$ cat src/rtl/if_stage.sv
// Instruction-fetch stage.
// Issues sequential word-aligned fetches on a valid/grant memory port, keeps
// the PCs of granted-but-unanswered requests in a small queue, parks returned
// instructions in a buffer while decode is stalled, and drives the registered
// IF_ID bundle. An EX redirect flushes the buffer, marks every in-flight
// request stale so its late response is discarded, and restarts fetch at the
// target.
module if_stage #(
    parameter logic [31:0] RESET_PC        = 32'h0000_0000,
    parameter int          MAX_OUTSTANDING = 2,
    parameter int          FIFO_DEPTH      = 2
) (
    input  logic        clk,
    input  logic        rst,
    output logic        imem_req,
    output logic [31:0] imem_addr,
    input  logic        imem_gnt,
    input  logic        imem_rvalid,
    input  logic [31:0] imem_rdata,
    input  logic        ID_stall,
    input  logic        EX_redirect,
    input  logic [31:0] EX_target,
    output logic [31:0] IF_ID_pc,
    output logic [31:0] IF_ID_inst,
    output logic        IF_ID_vld
);

    localparam int PQ_AW = (MAX_OUTSTANDING > 1) ? $clog2(MAX_OUTSTANDING) : 1;
    localparam int FF_AW = (FIFO_DEPTH > 1) ? $clog2(FIFO_DEPTH) : 1;
    localparam int CNT_W = $clog2(MAX_OUTSTANDING + FIFO_DEPTH + 1);

    localparam logic [CNT_W-1:0] PQ_LIMIT = CNT_W'(MAX_OUTSTANDING);
    localparam logic [CNT_W-1:0] FF_LIMIT = CNT_W'(FIFO_DEPTH);
    localparam logic [PQ_AW-1:0] PQ_LAST  = PQ_AW'(MAX_OUTSTANDING - 1);
    localparam logic [FF_AW-1:0] FF_LAST  = FF_AW'(FIFO_DEPTH - 1);
    localparam logic [31:0]      NOP_INST = 32'h0000_0013;

    // Circular pointer advance for the PC queue.
    function automatic logic [PQ_AW-1:0] pq_next(input logic [PQ_AW-1:0] p);
        return (p == PQ_LAST) ? '0 : p + 1'b1;
    endfunction

    // Circular pointer advance for the instruction buffer.
    function automatic logic [FF_AW-1:0] ff_next(input logic [FF_AW-1:0] p);
        return (p == FF_LAST) ? '0 : p + 1'b1;
    endfunction

    // Fetch address
    logic [31:0] fetch_pc_q, fetch_pc_d;

    // PC queue: one entry per granted request awaiting its response
    logic [31:0]                pcq_pc_q    [MAX_OUTSTANDING];
    logic [31:0]                pcq_pc_d    [MAX_OUTSTANDING];
    logic [MAX_OUTSTANDING-1:0] pcq_stale_q, pcq_stale_d;
    logic [PQ_AW-1:0]           pcq_rd_q,    pcq_rd_d;
    logic [PQ_AW-1:0]           pcq_wr_q,    pcq_wr_d;
    logic [CNT_W-1:0]           pcq_cnt_q,   pcq_cnt_d;

    // Instruction buffer holding {pc, inst} pairs while decode is busy
    logic [31:0]      fifo_pc_q   [FIFO_DEPTH];
    logic [31:0]      fifo_pc_d   [FIFO_DEPTH];
    logic [31:0]      fifo_inst_q [FIFO_DEPTH];
    logic [31:0]      fifo_inst_d [FIFO_DEPTH];
    logic [FF_AW-1:0] fifo_rd_q,  fifo_rd_d;
    logic [FF_AW-1:0] fifo_wr_q,  fifo_wr_d;
    logic [CNT_W-1:0] fifo_cnt_q, fifo_cnt_d;

    // IF/ID output register
    logic [31:0] if_id_pc_q,   if_id_pc_d;
    logic [31:0] if_id_inst_q, if_id_inst_d;
    logic        if_id_vld_q,  if_id_vld_d;

    // Per-cycle events
    logic        grant;
    logic        pcq_pop;
    logic        head_stale;
    logic [31:0] head_pc;
    logic        deliver;
    logic        fifo_pop;
    logic        bypass;
    logic        fifo_push;

    // Request only with credit: every in-flight request (stale or not) must
    // have a guaranteed buffer slot, so a stalled decode can never lose data.
    // Reset gates the request directly so it drops without waiting for a clock.
    always_comb begin
        imem_req = rst && !EX_redirect
                && (pcq_cnt_q < PQ_LIMIT)
                && ((pcq_cnt_q + fifo_cnt_q) < FF_LIMIT);
    end

    assign imem_addr = fetch_pc_q;

    // Decode this cycle's grant / response / buffer movements.
    always_comb begin
        grant      = imem_req && imem_gnt;
        pcq_pop    = imem_rvalid && (pcq_cnt_q != '0);
        head_stale = pcq_stale_q[pcq_rd_q];
        head_pc    = pcq_pc_q[pcq_rd_q];
        deliver    = pcq_pop && !head_stale && !EX_redirect;
        fifo_pop   = !EX_redirect && !ID_stall && (fifo_cnt_q != '0);
        bypass     = !EX_redirect && !ID_stall && (fifo_cnt_q == '0) && deliver;
        fifo_push  = deliver && !bypass;
    end

    // Next fetch address: redirect target (word aligned) or sequential step.
    always_comb begin
        fetch_pc_d = fetch_pc_q;
        if (EX_redirect) begin
            fetch_pc_d = EX_target & 32'hFFFF_FFFC;
        end else if (grant) begin
            fetch_pc_d = fetch_pc_q + 32'd4;
        end
    end

    // PC queue push on grant, pop on response; a redirect poisons every entry.
    always_comb begin
        pcq_pc_d    = pcq_pc_q;
        pcq_stale_d = pcq_stale_q;
        pcq_rd_d    = pcq_rd_q;
        pcq_wr_d    = pcq_wr_q;
        pcq_cnt_d   = pcq_cnt_q;

        if (grant) begin
            pcq_pc_d[pcq_wr_q]    = fetch_pc_q;
            pcq_stale_d[pcq_wr_q] = 1'b0;
            pcq_wr_d              = pq_next(pcq_wr_q);
        end
        if (pcq_pop) begin
            pcq_rd_d = pq_next(pcq_rd_q);
        end

        case ({grant, pcq_pop})
            2'b10:   pcq_cnt_d = pcq_cnt_q + 1'b1;
            2'b01:   pcq_cnt_d = pcq_cnt_q - 1'b1;
            default: pcq_cnt_d = pcq_cnt_q;
        endcase

        // Unused slots are marked too; a later grant clears its own bit.
        if (EX_redirect) begin
            pcq_stale_d = '1;
        end
    end

    // Instruction buffer: write responses decode cannot take now, read when
    // decode is free; a redirect empties it.
    always_comb begin
        fifo_pc_d   = fifo_pc_q;
        fifo_inst_d = fifo_inst_q;
        fifo_rd_d   = fifo_rd_q;
        fifo_wr_d   = fifo_wr_q;
        fifo_cnt_d  = fifo_cnt_q;

        if (EX_redirect) begin
            fifo_rd_d  = '0;
            fifo_wr_d  = '0;
            fifo_cnt_d = '0;
        end else begin
            if (fifo_push) begin
                fifo_pc_d[fifo_wr_q]   = head_pc;
                fifo_inst_d[fifo_wr_q] = imem_rdata;
                fifo_wr_d              = ff_next(fifo_wr_q);
            end
            if (fifo_pop) begin
                fifo_rd_d = ff_next(fifo_rd_q);
            end
            case ({fifo_push, fifo_pop})
                2'b10:   fifo_cnt_d = fifo_cnt_q + 1'b1;
                2'b01:   fifo_cnt_d = fifo_cnt_q - 1'b1;
                default: fifo_cnt_d = fifo_cnt_q;
            endcase
        end
    end

    // IF/ID update: buffered instructions go first to keep program order,
    // otherwise a fresh response bypasses straight into the register.
    always_comb begin
        if_id_pc_d   = if_id_pc_q;
        if_id_inst_d = if_id_inst_q;
        if_id_vld_d  = if_id_vld_q;

        if (EX_redirect) begin
            if_id_vld_d = 1'b0;
        end else if (!ID_stall) begin
            if (fifo_pop) begin
                if_id_pc_d   = fifo_pc_q[fifo_rd_q];
                if_id_inst_d = fifo_inst_q[fifo_rd_q];
                if_id_vld_d  = 1'b1;
            end else if (bypass) begin
                if_id_pc_d   = head_pc;
                if_id_inst_d = imem_rdata;
                if_id_vld_d  = 1'b1;
            end else begin
                if_id_vld_d  = 1'b0;
            end
        end
    end

    // Control state and the IF/ID bundle, cleared by the asynchronous reset.
    always_ff @(posedge clk or negedge rst) begin
        if (!rst) begin
            fetch_pc_q   <= RESET_PC;
            pcq_stale_q  <= '0;
            pcq_rd_q     <= '0;
            pcq_wr_q     <= '0;
            pcq_cnt_q    <= '0;
            fifo_rd_q    <= '0;
            fifo_wr_q    <= '0;
            fifo_cnt_q   <= '0;
            if_id_pc_q   <= 32'h0000_0000;
            if_id_inst_q <= NOP_INST;
            if_id_vld_q  <= 1'b0;
        end else begin
            fetch_pc_q   <= fetch_pc_d;
            pcq_stale_q  <= pcq_stale_d;
            pcq_rd_q     <= pcq_rd_d;
            pcq_wr_q     <= pcq_wr_d;
            pcq_cnt_q    <= pcq_cnt_d;
            fifo_rd_q    <= fifo_rd_d;
            fifo_wr_q    <= fifo_wr_d;
            fifo_cnt_q   <= fifo_cnt_d;
            if_id_pc_q   <= if_id_pc_d;
            if_id_inst_q <= if_id_inst_d;
            if_id_vld_q  <= if_id_vld_d;
        end
    end

    // Queue and buffer payloads; only meaningful while their counters cover them.
    always_ff @(posedge clk) begin
        pcq_pc_q    <= pcq_pc_d;
        fifo_pc_q   <= fifo_pc_d;
        fifo_inst_q <= fifo_inst_d;
    end

    assign IF_ID_pc   = if_id_pc_q;
    assign IF_ID_inst = if_id_inst_q;
    assign IF_ID_vld  = if_id_vld_q;

    // A response with nothing in flight is a memory protocol violation.
    a_rvalid_has_request : assert property (@(posedge clk) disable iff (!rst)
        !(imem_rvalid && (pcq_cnt_q == '0)));

    // Credit must keep the buffer from ever overflowing.
    a_fifo_no_overflow : assert property (@(posedge clk) disable iff (!rst)
        !(fifo_push && !fifo_pop && (fifo_cnt_q == FF_LIMIT)));

endmodule

$ cat config.mk
export PLATFORM = sky130hd
export DESIGN_NAME = if_stage
export DESIGN_NICKNAME = d
export VERILOG_FILES = /design/src/rtl/if_stage.sv
export SDC_FILE = /design/constraint.sdc
export NUM_CORES = 1
export LEC_CHECK = 0
export CELL_PAD_IN_SITES_DETAIL_PLACEMENT = 2
export CELL_PAD_IN_SITES_GLOBAL_PLACEMENT = 2
export CORE_ASPECT_RATIO = 0.6
export CORE_MARGIN = 10
export CORE_UTILIZATION = 41
export DETAILED_ROUTE_END_ITERATION = 10
export PLACE_DENSITY_LB_ADDON = 0.25
export SLEW_MARGIN = 20
export SYNTH_ARGS = -nofsm -noshare
export SYNTH_HDL_FRONTEND = slang
export SYNTH_SLANG_ARGS = --single-unit
$ cat constraint.sdc
create_clock -name clk -period 22.1 [get_ports clk]
set_input_delay 3.315 -clock clk [delete_from_list [all_inputs] [get_ports clk]]
set_output_delay 3.315 -clock clk [all_outputs]
set_load 0.02 [all_outputs]
==> results of run 1 <==
[how the worst max path moves through the flow]
stage | to | slack [ns] | cells past startpoint
3_5_place_dp | imem_req | 13.77 | 4
3_3_place_gp | imem_req | 13.86 | 4
2_1_floorplan | fifo_inst_q[32] | 11.75 | 3
6_report | imem_req | 13.83 | 4
5_1_grt | imem_req | 13.60 | 4
4_1_cts | imem_req | 13.77 | 4
[cells in the mapped netlist (all sizes together), types with 11 or more instances]
| cell | count |
|---|---|
| nor2 | 22 |
| nand3 | 150 |
| inv | 11 |
| mux2 | 31 |
| clkbuf | 27 |
| nand2 | 46 |
| buf | 36 |
| o211ai | 76 |
| o21ai | 18 |
| mux2i | 65 |
| edfxtp | 184 |
| dfrtp | 102 |
[cells by family after synthesis]
| group | Yosys count | synth area share (%) |
|---|---|---|
| adder cells (fa/ha/maj) | 5 | 0.711 |
| AO/OA/AOI/OAI | 127 | 7.61 |
| buffers and inverters | 76 | 2.84 |
| flip-flops | 289 | 68.2 |
| multiplexers | 96 | 8.39 |
| other | 1 | 0.0313 |
| AND/OR/NAND/NOR | 266 | 11.6 |
| XOR/XNOR | 9 | 0.659 |
[stage by stage]
step / total power, mW / utilization, % / area [um^2] / std cells / setup WS, ns
after floorplan: 0.879 / - / 12000 / 872 / 11.75
after global placement: 1.04 / 48.2 / 13900 / 1354 / 13.86
after detailed placement: 1.06 / 48.2 / 13900 / 1354 / 13.77
after CTS: 1.53 / 51.2 / 14700 / 1408 / 13.77
after global routing: 1.59 / 51.2 / 14700 / 1409 / 13.60
final: 1.52 / 51.2 / 14700 / 1409 / 13.83
[where the power goes]
part	total, mW	switching [mW]	internal (mW)	leakage [nW]
Clock	0.470	0.211	0.259	0.435
Sequential	0.698	0.0534	0.645	2.95
Combinational	0.348	0.186	0.162	1.72
Total	1.52	0.451	1.07	5.11
[worst register-to-register path, cell delays in order (launching register included)]
cell and delay, ns:
dfrtp_1 0.53, nand2_1 0.12, fa_1 0.45, and4b_1 0.20, and3_1 0.20, buf_4 0.23, inv_2 0.45, ha_1 0.30
inv_1 0.06, fa_1 0.38, xor2_1 0.15, nor2_1 0.13, xor2_1 0.19
[cell type report]
| cell class | instances | share of cell area [%] |
|---|---|---|
| Antenna cell | 1 | 0.0170 |
| Clock buffer | 38 | 5.29 |
| Clock inverter | 16 | 0.671 |
| Inverter | 12 | 0.306 |
| Multi-Input combinational cell | 507 | 23.8 |
| Sequential cell | 289 | 55.4 |
| Tap cell | 375 | 3.18 |
| Timing Repair Buffer | 171 | 11.4 |
[cells in the final DEF, fill, tap and decap left out, drive strengths merged, types with 5 or more instances in the layout]
master	count
edfxtp	184
clkdlybuf4s50	159
nand3	150
dfrtp	102
o211ai	76
mux2i	65
nand2	46
clkbuf	38
mux2	31
nor2	22
o21ai	18
clkinv	15
buf	12
inv	12
a21oi	9
o311ai	9
nand4	8
nor3	8
nor4	7
and3	6
or3	6
xor2	5
[layer usage]
| metal | up-vias | wire length (um) |
|---|---|---|
| met1 | 4310 | 16000 |
| met4 | 0 | 517 |
| met2 | 131 | 18200 |
| li1 | 3612 | - |
| met5 | - | 0 |
| met3 | 39 | 1360 |
[flip-flops by register name, indices dropped and copies added (netlist names), 2 cells and up]
signal,cells
imem_addr,30
IF_ID_inst,32
pcq_pc_q,60
pcq_cnt_q,3
fifo_pc_q,60
IF_ID_pc,30
pcq_stale_q,2
fifo_cnt_q,3
fifo_inst_q,64
==> reports/results.ini, run 1 <==
[outcome]
outcome=finished clean

[global_routing]
grt_remaining_overflow=0
grt_most_used_layer=met2
use_met3_pct=3.40
grtUsageTotal_pct=19.6
met1_usage_pct=25.7
grt_max_degree=100
grt_pass1_wl_um=56300
grt_antenna_before_repair=1
grtUsageMet2_pct=33.6
grt_pass1_vias=9129

[final_layout]
multi_input_area_um2=3500
final-seq-area_um2=8160
drive_above_1_share_pct=9.78
area_growth_pct=23.2
nets=1085
nFillCells=2746

[timing]
period_share_pct=37.4
rsz0062_at_grt=no
whs_ns=0.518
setup_viol_count_final=0
fin_crit_ns=8.27
clock_skew_ns=0.00878
max_freq_ghz=0.121
hold_viol_final=0
final-max-slew-violation-count=0
slew_headroom_pct=23.6
setup_tns_ns=0
tightest_slew_ns=1.14

[clocking]
ctsResizeCount=0
post_cts_buffers=0
clock_path_buffers=3
holdBufCountCts=0
tritoncts=done
cts_buffers=29
cts.sink_count=289
clk_pin_slew_ns=0.06
cts-root-buf=clkbuf_16
clk_latency_ns=0.56
htreeDepth=1

[floorplan]
initial_core_util_pct=41.6
fp.dieW_um=241
rows=48
die_h_um=152
dieArea_um2=36600
pin_count=168
core_area_um2=28800

[place]
routabilityCongestion=0.754
dpl.hpwl_um=22300
io_buffers=161

[worst_setup_path]
r2r-start=fifo_cnt_q[0]
crit_path_top_delay_cell=clkdlybuf4s50_1
reg2reg_setup_slack_ns=18.63
arrival_ns=4.96
crit_start=rst
reg2reg_depth=12
cp.buffers_inverters=2
worst-path-max-fanout=55
r2r-end=pcq_cnt_q[2]
cp-start-kind=input port
worst_path_largest_cell_delay_ns=0.64
crit_chain=buf_4 -> nand2_1 -> nor3_1 -> clkdlybuf4s50_1
path_delay_family=buffers and inverters
worstSetupPathType=in -> out
end_kind=output pin
cp_data_required_time_ns=18.78

[logic_synthesis]
syn_area_um2=12000
ys_warn_count=0
avgSynthCellArea_um2=13.8
synth_edf_count=184
synth-seq-cells=289
synthTopCellsByArea=edfxtp_1 (46%), dfrtp_1 (21%), nand3_1 (6.2%)
synthFlopType=edfxtp_1
synthArstFlopShare_pct=36.3
synth_cell_types=55
syn_inst=869
synthDominantCellAreaShare_pct=46.2
synth_top_cell_by_area=edfxtp_1
seq_area_frac_synth_pct=68.2

[pwr]
powerDensity_nw_per_um2=103
ir_drop_uv=75.7
p_leak_nw=5.11

[detailed_routing]
drt_iter0_markers=444
antenna_left=0
dr.pass1.iters=6
via_per_inst=5.74
wl_per_cell_um=25.6
wirelength_um=36100
post-route-drc-count=0
vias=8092

[min_path]
holdPathEnd=IF_ID_pc[21]
whs_path_depth=2
hold_path_class=reg -> reg
hold_start=IF_ID_pc[21]

[flow_run]
drv_cap=0

Note: power is estimated with default switching activity, not from simulation.
==> inputs of run 2 (changes only) <==
Settings changed: CORE_UTILIZATION 41 to 38.
Clock period 22.1 ns to 8.1 ns, I/O delays scaled along.
==> reports/results.ini, run 2 (same netlist as run 1, synthesis figures left out) <==
[outcome]
outcome=finished clean

[clocking]
ctsResizeCount=0
cts_buffers=28
holdBufCountCts=0
tritoncts=done
cts-root-buf=clkbuf_16
clock_path_buffers=3
cts.sink_count=289
post_cts_buffers=0
htreeDepth=1
clk_pin_slew_ns=0.07
clk_latency_ns=0.56

[floorplan]
die_h_um=157
fp.dieW_um=249
initial_core_util_pct=38.5
core_area_um2=31100
pin_count=168
dieArea_um2=39200
rows=50

[place]
dpl_cell_area_um2=13900
io_buffers=161
dpl.hpwl_um=21700
routabilityCongestion=0.725
dp_slack_ns=3.57

[global_routing]
grtUsageTotal_pct=17.6
grt_antenna_before_repair=0
grt_max_degree=106
grt_pass1_wl_um=54800
grt_remaining_overflow=0
grt_pass1_vias=8943

[worst_setup_path]
cp.buffers_inverters=2
cp-start-kind=input port
worst_path_largest_cell_delay_ns=0.63
arrival_ns=2.73
crit_path_top_delay_cell=clkdlybuf4s50_1
cp_data_required_time_ns=6.88
end_kind=output pin
crit_chain=buf_4 -> nand2_1 -> nor3_1 -> clkdlybuf4s50_1
worstSetupPathType=in -> out
worst-path-max-fanout=46
path_delay_family=buffers and inverters

[detailed_routing]
dr.pass1.iters=4
antenna_left=0
drt_iter0_markers=558
wirelength_um=34600
wl_per_cell_um=23.9
via_per_inst=5.43
post-route-drc-count=0
vias=7862

[pwr]
p_leak_nw=5.19
powerDensity_nw_per_um2=287
ir_drop_uv=193

[min_path]
hold_path_class=reg -> reg

[timing]
final-max-slew-violation-count=0
rsz0062_at_grt=no
clock_skew_ns=0.0254
setup_viol_count_final=0
slew_headroom_pct=27.1
whs_ns=0.498
fin_ws_ns=4.15
hold_viol_final=0
setup_tns_ns=0
tightest_slew_ns=1.09
max_freq_ghz=0.253
fin_crit_ns=3.95
period_share_pct=48.7

[final_layout]
area_growth_pct=25.0
postLayoutCellArea_um2=15000
drive_above_1_share_pct=11.0
layout_commonest_cell=edfxtp_1
nets=1086
final_cell_mix=edfxtp_1 (184), clkdlybuf4s50_1 (159), nand3_1 (148), dfrtp_1 (101), o211ai_1 (76)
antenna_cells=0
largest-register=fifo_inst_q
largest_register_ff_count=64
largestRegisters=fifo_inst_q (64), fifo_pc_q (60), pcq_pc_q (60)

[flow_run]
drv_cap=0

==> run 2: cell type report <==
| class | instances | area, um^2 |
|---|---|---|
| well taps | 416 | 520 |
| multi-input cells | 507 | 3500 |
| fillers | 2953 | 16100 |
| repair buffers | 173 | 1700 |
| flip-flops and latches | 289 | 8160 |
| clock inverters | 20 | 278 |
| clock buffers | 32 | 746 |
| inverters | 12 | 45.0 |
==> run 2: metal layers <==
metal	part of all wire (%)	vias up	global-route usage (%)
li1	-	3610	-
met1	45	4113	23.0
met2	50	103	30.6
met3	3.2	36	3.00
met4	1.4	0	2.99
met5	0	-	0
==> run 2: worst reg2reg max path, cell delays in order (launching register included) <==
cell and delay [ns]:
dfrtp_1 0.53, nand2_1 0.13, fa_1 0.46, and4b_1 0.18, and3_1 0.17, buf_4 0.22
inv_2 0.42, ha_1 0.30, inv_1 0.07, fa_1 0.38, xor2_1 0.15, nor2_1 0.11
xor2_1 0.14
==> run 2: path summary, 6_finish.rpt <==
kind / cells past startpoint / startpoint / end / slack [ns]
worst max register to register: 12 / fifo_cnt_q[0] / pcq_cnt_q[2] / 4.75
max in group asynchronous: 2 / rst / fifo_rd_q / 5.97
worst min register to register: 1 / pcq_cnt_q[2] / pcq_cnt_q[2] / 0.50
worst min-delay path: 1 / pcq_cnt_q[2] / pcq_cnt_q[2] / 0.50
worst max-delay path: 4 / rst / imem_req / 4.15
min in group asynchronous: 1 / rst / imem_addr[3] / 0.72
==> run 2: per-stage QoR <==
| stage | power, mW | util, % | instances |
|---|---|---|---|
| finish | 4.30 | 48.1 | 1449 |
| CTS | 4.36 | 48.1 | 1449 |
| global placement | 2.86 | 44.8 | 1397 |
| global route | 4.50 | 48.1 | 1449 |
| floorplan | 2.40 | - | 872 |
| detailed placement | 2.89 | 44.8 | 1397 |
==> run 2: report_power, final <==
| group | internal [mW] | total [mW] | switching, mW |
|---|---|---|---|
| sequential | 1.76 | 1.91 | 0.150 |
| clock | 0.858 | 1.45 | 0.594 |
| combinational | 0.441 | 0.936 | 0.496 |
